===== src/rtl/byte_read_serializer.sv =====
// Latches a SIZE_IN_BYTES*8-bit word and streams it out one byte per valid/ready beat with a byte index.
// Optional macro BYTE_READ_MSB_FIRST_EN: when defined, the most significant byte is sent first.
module byte_read_serializer #(
   parameter int SIZE_IN_BYTES = 12,
   parameter int BYTE_NUM_SIZE = 16
) (
   input  logic                       CLK,
   input  logic                       ARESET,
   input  logic                       LOAD_VALID,
   output logic                       LOAD_READY,
   input  logic [SIZE_IN_BYTES*8-1:0] LOAD_VALUE,
   input  logic                       ABORT,
   output logic                       OUT_VALID,
   input  logic                       OUT_READY,
   output logic [7:0]                 OUTPUT_VALUE,
   output logic [BYTE_NUM_SIZE-1:0]   BYTE_NUM,
   output logic                       OUT_LAST,
   output logic                       BUSY
);

   localparam logic [BYTE_NUM_SIZE-1:0] LAST_IDX = BYTE_NUM_SIZE'(SIZE_IN_BYTES - 1);

   if (SIZE_IN_BYTES < 1) begin : g_bad_size
      $error("SIZE_IN_BYTES must be at least 1");
   end
   if ((BYTE_NUM_SIZE < 31) && ((64'd1 << BYTE_NUM_SIZE) < 64'(SIZE_IN_BYTES))) begin : g_bad_idx
      $error("BYTE_NUM_SIZE too narrow for SIZE_IN_BYTES");
   end

   typedef enum logic {
      IDLE = 1'b0,
      SEND = 1'b1
   } state_t;

   state_t                       state_q, state_d;
   logic [SIZE_IN_BYTES*8-1:0]   word_q, word_d;
   logic [BYTE_NUM_SIZE-1:0]     cnt_q, cnt_d;

   // NOTE: ARESET is synchronous, so it is sampled only on the clock edge and stays out of the event list.
   always_ff @(posedge CLK) begin
      if (!ARESET) begin
         state_q <= IDLE;
         word_q  <= '0;
         cnt_q   <= '0;
      end else begin
         state_q <= state_d;
         word_q  <= word_d;
         cnt_q   <= cnt_d;
      end
   end

   // NOTE: every output of this block gets a default first so no path can infer a latch.
   always_comb begin
      state_d    = state_q;
      word_d     = word_q;
      cnt_d      = cnt_q;
      LOAD_READY = 1'b0;
      OUT_VALID  = 1'b0;
      OUT_LAST   = 1'b0;
      BUSY       = 1'b0;
      case (state_q)
         IDLE: begin
            LOAD_READY = 1'b1;
            if (LOAD_VALID) begin
               word_d  = LOAD_VALUE;
               cnt_d   = '0;
               state_d = SEND;
            end
         end
         SEND: begin
            OUT_VALID = 1'b1;
            BUSY      = 1'b1;
            OUT_LAST  = (cnt_q == LAST_IDX);
            // Abort outranks a coincident handshake; that beat is still considered delivered.
            if (ABORT) begin
               cnt_d   = '0;
               state_d = IDLE;
            end else if (OUT_READY) begin
               if (cnt_q == LAST_IDX) begin
                  cnt_d   = '0;
                  state_d = IDLE;
               end else begin
                  cnt_d = cnt_q + BYTE_NUM_SIZE'(1);
               end
            end
         end
         default: state_d = IDLE;
      endcase
   end

   assign BYTE_NUM = cnt_q;

   // Byte select driven purely from registered word and counter.
   always_comb begin
      OUTPUT_VALUE = '0;
      for (int k = 0; k < SIZE_IN_BYTES; k++) begin
         if (cnt_q == BYTE_NUM_SIZE'(k)) begin
`ifdef BYTE_READ_MSB_FIRST_EN
            OUTPUT_VALUE = word_q[(SIZE_IN_BYTES-1-k)*8 +: 8];
`else
            OUTPUT_VALUE = word_q[k*8 +: 8];
`endif
         end
      end
   end

endmodule

===== config.mk =====
export PLATFORM = sky130hd
export DESIGN_NAME = byte_read_serializer
export DESIGN_NICKNAME = d
export VERILOG_FILES = /design/src/rtl/byte_read_serializer.sv
export SDC_FILE = /design/constraint.sdc
export NUM_CORES = 1
export LEC_CHECK = 0
export BUFFER_PORTS_ARGS = -buffer_cell sky130_fd_sc_hd__clkbuf_2
export CAP_MARGIN = 20
export CORE_AREA = 2 2 109 164
export CTS_CLUSTER_DIAMETER = 30
export CTS_CLUSTER_SIZE = 24
export DETAILED_ROUTE_END_ITERATION = 10
export DIE_AREA = 0 0 111 166
export GPL_TIMING_DRIVEN = 1
export PLACE_DENSITY = 0.59
export SYNTH_ARGS = -nofsm -noshare
export SYNTH_HDL_FRONTEND = slang
export SYNTH_SLANG_ARGS = --single-unit

===== constraint.sdc =====
create_clock -name CLK -period 3.75 [get_ports CLK]
set_clock_uncertainty 0.1 [all_clocks]
set_input_delay 1.125 -clock CLK [delete_from_list [all_inputs] [get_ports CLK]]
set_output_delay 1.125 -clock CLK [all_outputs]
set_load 0.05 [all_outputs]

==> impl_metrics.csv <==
group,metric,value,unit
synth,yosysSeqAreaShare,41.1,%
synth,synth-seq-cells,113,
sta,setup_slack,-0.0298,ns
synth,yosysWarnings,0,
place,dp_hpwl,12600,um
critical_path,crit_arrival,2.55,ns
cells_and_area,fillCellCount,1752,
synth,synthCells,711,
cells_and_area,stdcell_area,7430,um^2
floorplanning,ios,129,
cts,clk_pin_slew,0.05,ns
worst_hold_path,whs_path_depth,2,
power,vdd_drop_max,0.285,mV
cells_and_area,fin_cells,1059,
route,via_per_inst,5.11,
floorplanning,initial_utilization,32.3,%
synth,synth.avg_cell_area,7.74,um^2
grt,globalRouteOverflowTotal,0,
place,gp_congestion,0.860,
cts,clkSinkCount,113,
sta,period_needed,3.78,ns
route,via_count,5411,
critical_path,rrSetupSlack,1.40,ns
cts,ctsHoldBuffers,0,
outcome,status,"finished with violations",
place,place_area,6440,um^2
sta,rsz0062_at_grt,"yes",
grt,grt_usage,18.8,%
sta,tns,-0.0561,ns
route,post_drt_wl_per_cell,16.7,um
cts,cts_tree,"done",
critical_path,reg2reg_depth,6,
critical_path,path_class,"register to output port",
critical_path,slowest_stage,"or4_4",
power,power.leakage,2.92,nW
critical_path,start_kind,"register",
route,dr.pass1.iters,5,
cells_and_area,diodes,0,
sta,post-route-period-util,101,%
grt,grt_pass1_wl,27200,um
cts,cts_root_buf,"clkbuf_16",
sta,worst_pin_slew,0.872,ns
job,maxCapViolCount,0,
synth,synth-edff-count,0,
critical_path,r2r-start,"BYTE_NUM[8]",
route,wl,17700,um
floorplanning,die_y,166,um
power,power.density,461,nW/um^2
place,io_buffers,128,
worst_hold_path,hold_path.class,"register to register",
cts,clk_latency,0.41,ns
synth,syn_nets,816,
critical_path,reg2reg_to,"BYTE_NUM[10]",
route,ant_nets,0,
sta,slew_viol_final,0,
synth,syn_area,5500,um^2
cells_and_area,nets,938,
route,drt_iter0_markers,354,
floorplanning,dieArea,18400,um^2
power,power.total,3.43,mW
grt,grt_pass1_vias,5129,
critical_path,path_cells,"or4_4 -> nor4_4 -> buf_6 -> a2bb2oi_2 -> a221o_1 -> o211ai_1 -> clkbuf_8",
critical_path,critical_path.endpoint_type,"output port",
route,drc,0,
worst_hold_path,hp-start,"word_q[23]",
sta,clock.fmax,265,MHz
place,dp_cells,1018,
cells_and_area,fin_util,43.6,%
place,place_ws,0.141,ns
floorplanning,design.core.area,17100,um^2
synth,synth_ff_type,"dfxtp_1",
floorplanning,die_x,111,um
outcome,violations,"negative setup slack",
cts,clockBufferDepth,2,
sta,hold_viol,0,
critical_path,critPathMaxStageDelay,0.57,ns
synth,ys_types,56,
cts,htreeDepth,4,
synth,async_flop_share,0,%
worst_hold_path,hold_end,"word_q[23]",
grt,antenna_found_initial,0,
cells_and_area,synthToLayoutAreaGrowth,35.1,%
floorplanning,num_rows,59,
cts,cts_buffers,17,
critical_path,required,2.52,ns
sta,finalSetupViolCount,2,
critical_path,worstPathMaxFanout,7,
sta,slew_headroom,41.8,%
grt,grt_max_degree,102,
cells_and_area,drive_above_1_share,28.3,%
sta,fin_hold_ws,0.366,ns
[Yosys cell counts (all sizes together) (5+ instances only)]
cell type / count / area share (%)
inv: 11 / 0.75
nand2: 226 / 15
a221o: 7 / 1.3
nand3: 9 / 1.0
clkbuf: 44 / 3.0
nor4: 10 / 1.8
o22ai: 6 / 0.68
nor2b: 5 / 0.57
dfxtp: 113 / 41
a221oi: 9 / 1.4
a21boi: 97 / 13
nor2: 14 / 0.95
o21ai: 41 / 3.7
buf: 9 / 0.86
a2bb2oi: 5 / 0.80
a21oi: 22 / 2.0
nor3: 13 / 1.2
or4: 5 / 0.95
[final cells by class]
| cell class | instances | area (um^2) | area share [%] |
|---|---|---|---|
| multi-input combinational | 533 | 3200 | 43.0 |
| timing repair buffer | 156 | 991 | 13.3 |
| clock inverter | 13 | 209 | 2.81 |
| tap | 213 | 267 | 3.59 |
| clock buffer | 19 | 443 | 5.96 |
| inverter | 12 | 48.8 | 0.656 |
| sequential | 113 | 2280 | 30.7 |
[power by group]
part           switching, mW  internal [mW]  total (mW)  leakage, nW
Clock                  0.586           1.20        1.78        0.310
Combinational          0.193          0.143       0.336         1.68
Sequential            0.0465           1.26        1.31        0.931
Total                  0.826           2.60        3.43         2.92
[registers in the layout, indices dropped and copies added, names as in the netlist]
signal / flops
word_q: 96
BYTE_NUM: 16
state_q: 1
[cell families after synthesis]
| family | synth area share [%] |
|---|---|
| buffers and inverters | 4.68 |
| AO/OA/AOI/OAI | 27.4 |
| XOR/XNOR | 0.796 |
| flip-flops | 41.1 |
| adder cells (fa/ha/maj) | 0.910 |
| AND/OR/NAND/NOR | 25.1 |
[how the worst max path moves through the flow]
stage                 start               to  slack (ns)  cells after the start
6_report        BYTE_NUM[8]  OUTPUT_VALUE[7]       -0.03                      7
5_1_grt        BYTE_NUM[13]  OUTPUT_VALUE[1]       -0.13                      6
4_1_cts        BYTE_NUM[15]  OUTPUT_VALUE[7]      0.0002                      7
3_5_place_dp    BYTE_NUM[0]  OUTPUT_VALUE[1]        0.14                      8
3_3_place_gp    BYTE_NUM[0]  OUTPUT_VALUE[1]        0.20                      8
2_1_floorplan   BYTE_NUM[1]  OUTPUT_VALUE[4]        0.02                      6
[metal layers]
layer	routed length (um)	part of all wire, %	track usage (%)	up-vias
met5	0	0	0	-
met4	527	3.0	8.15	0
met3	662	3.8	3.98	31
met2	9420	53	33.7	150
met1	7050	40	21.3	2520
li1	-	-	-	2710
[worst max-delay path, delay by kind of cell, from the launching register on]
| kind | cells | cell delay (ns) |
|---|---|---|
| AND/OR/NAND/NOR | 2 | 0.88 |
| AO/OA/AOI/OAI | 3 | 0.49 |
| buffers and inverters | 2 | 0.43 |
| flip-flops | 1 | 0.35 |
[timing repair]
action                                  in CTS  in global routing
endpoints found under the hold margin        0                  0
gates cloned                                 0                  0
gates resized for setup                     31                 39
endpoints found under the setup margin       8                  9
pin swaps                                    6                 13
setup buffers                                7                  2
[cell usage in the layout, fill, tap and decap left out, types with 4 or more instances in the layout]
cell type   count
nor4_4          4
buf_8           4
a221o_1         7
nor2b_1         4
and3_1          4
a21oi_1        19
nor3_1         12
o22ai_1         6
nor2_1         14
o21ai_1         4
nand3b_1        4
or3_1           4
buf_6           4
nand3_1         8
dfxtp_1       105
or4_4           4
nand2_1       223
clkbuf_2      119
bufinv_16       5
o21ai_0        36
clkinvlp_4      4
nor4_1          5
clkbuf_16      17
dfxtp_2         5
a221oi_1        8
buf_4          21
buf_12          5
inv_1           9
or2_2           4
a21boi_0       97
(Power assumes the default switching activity.)
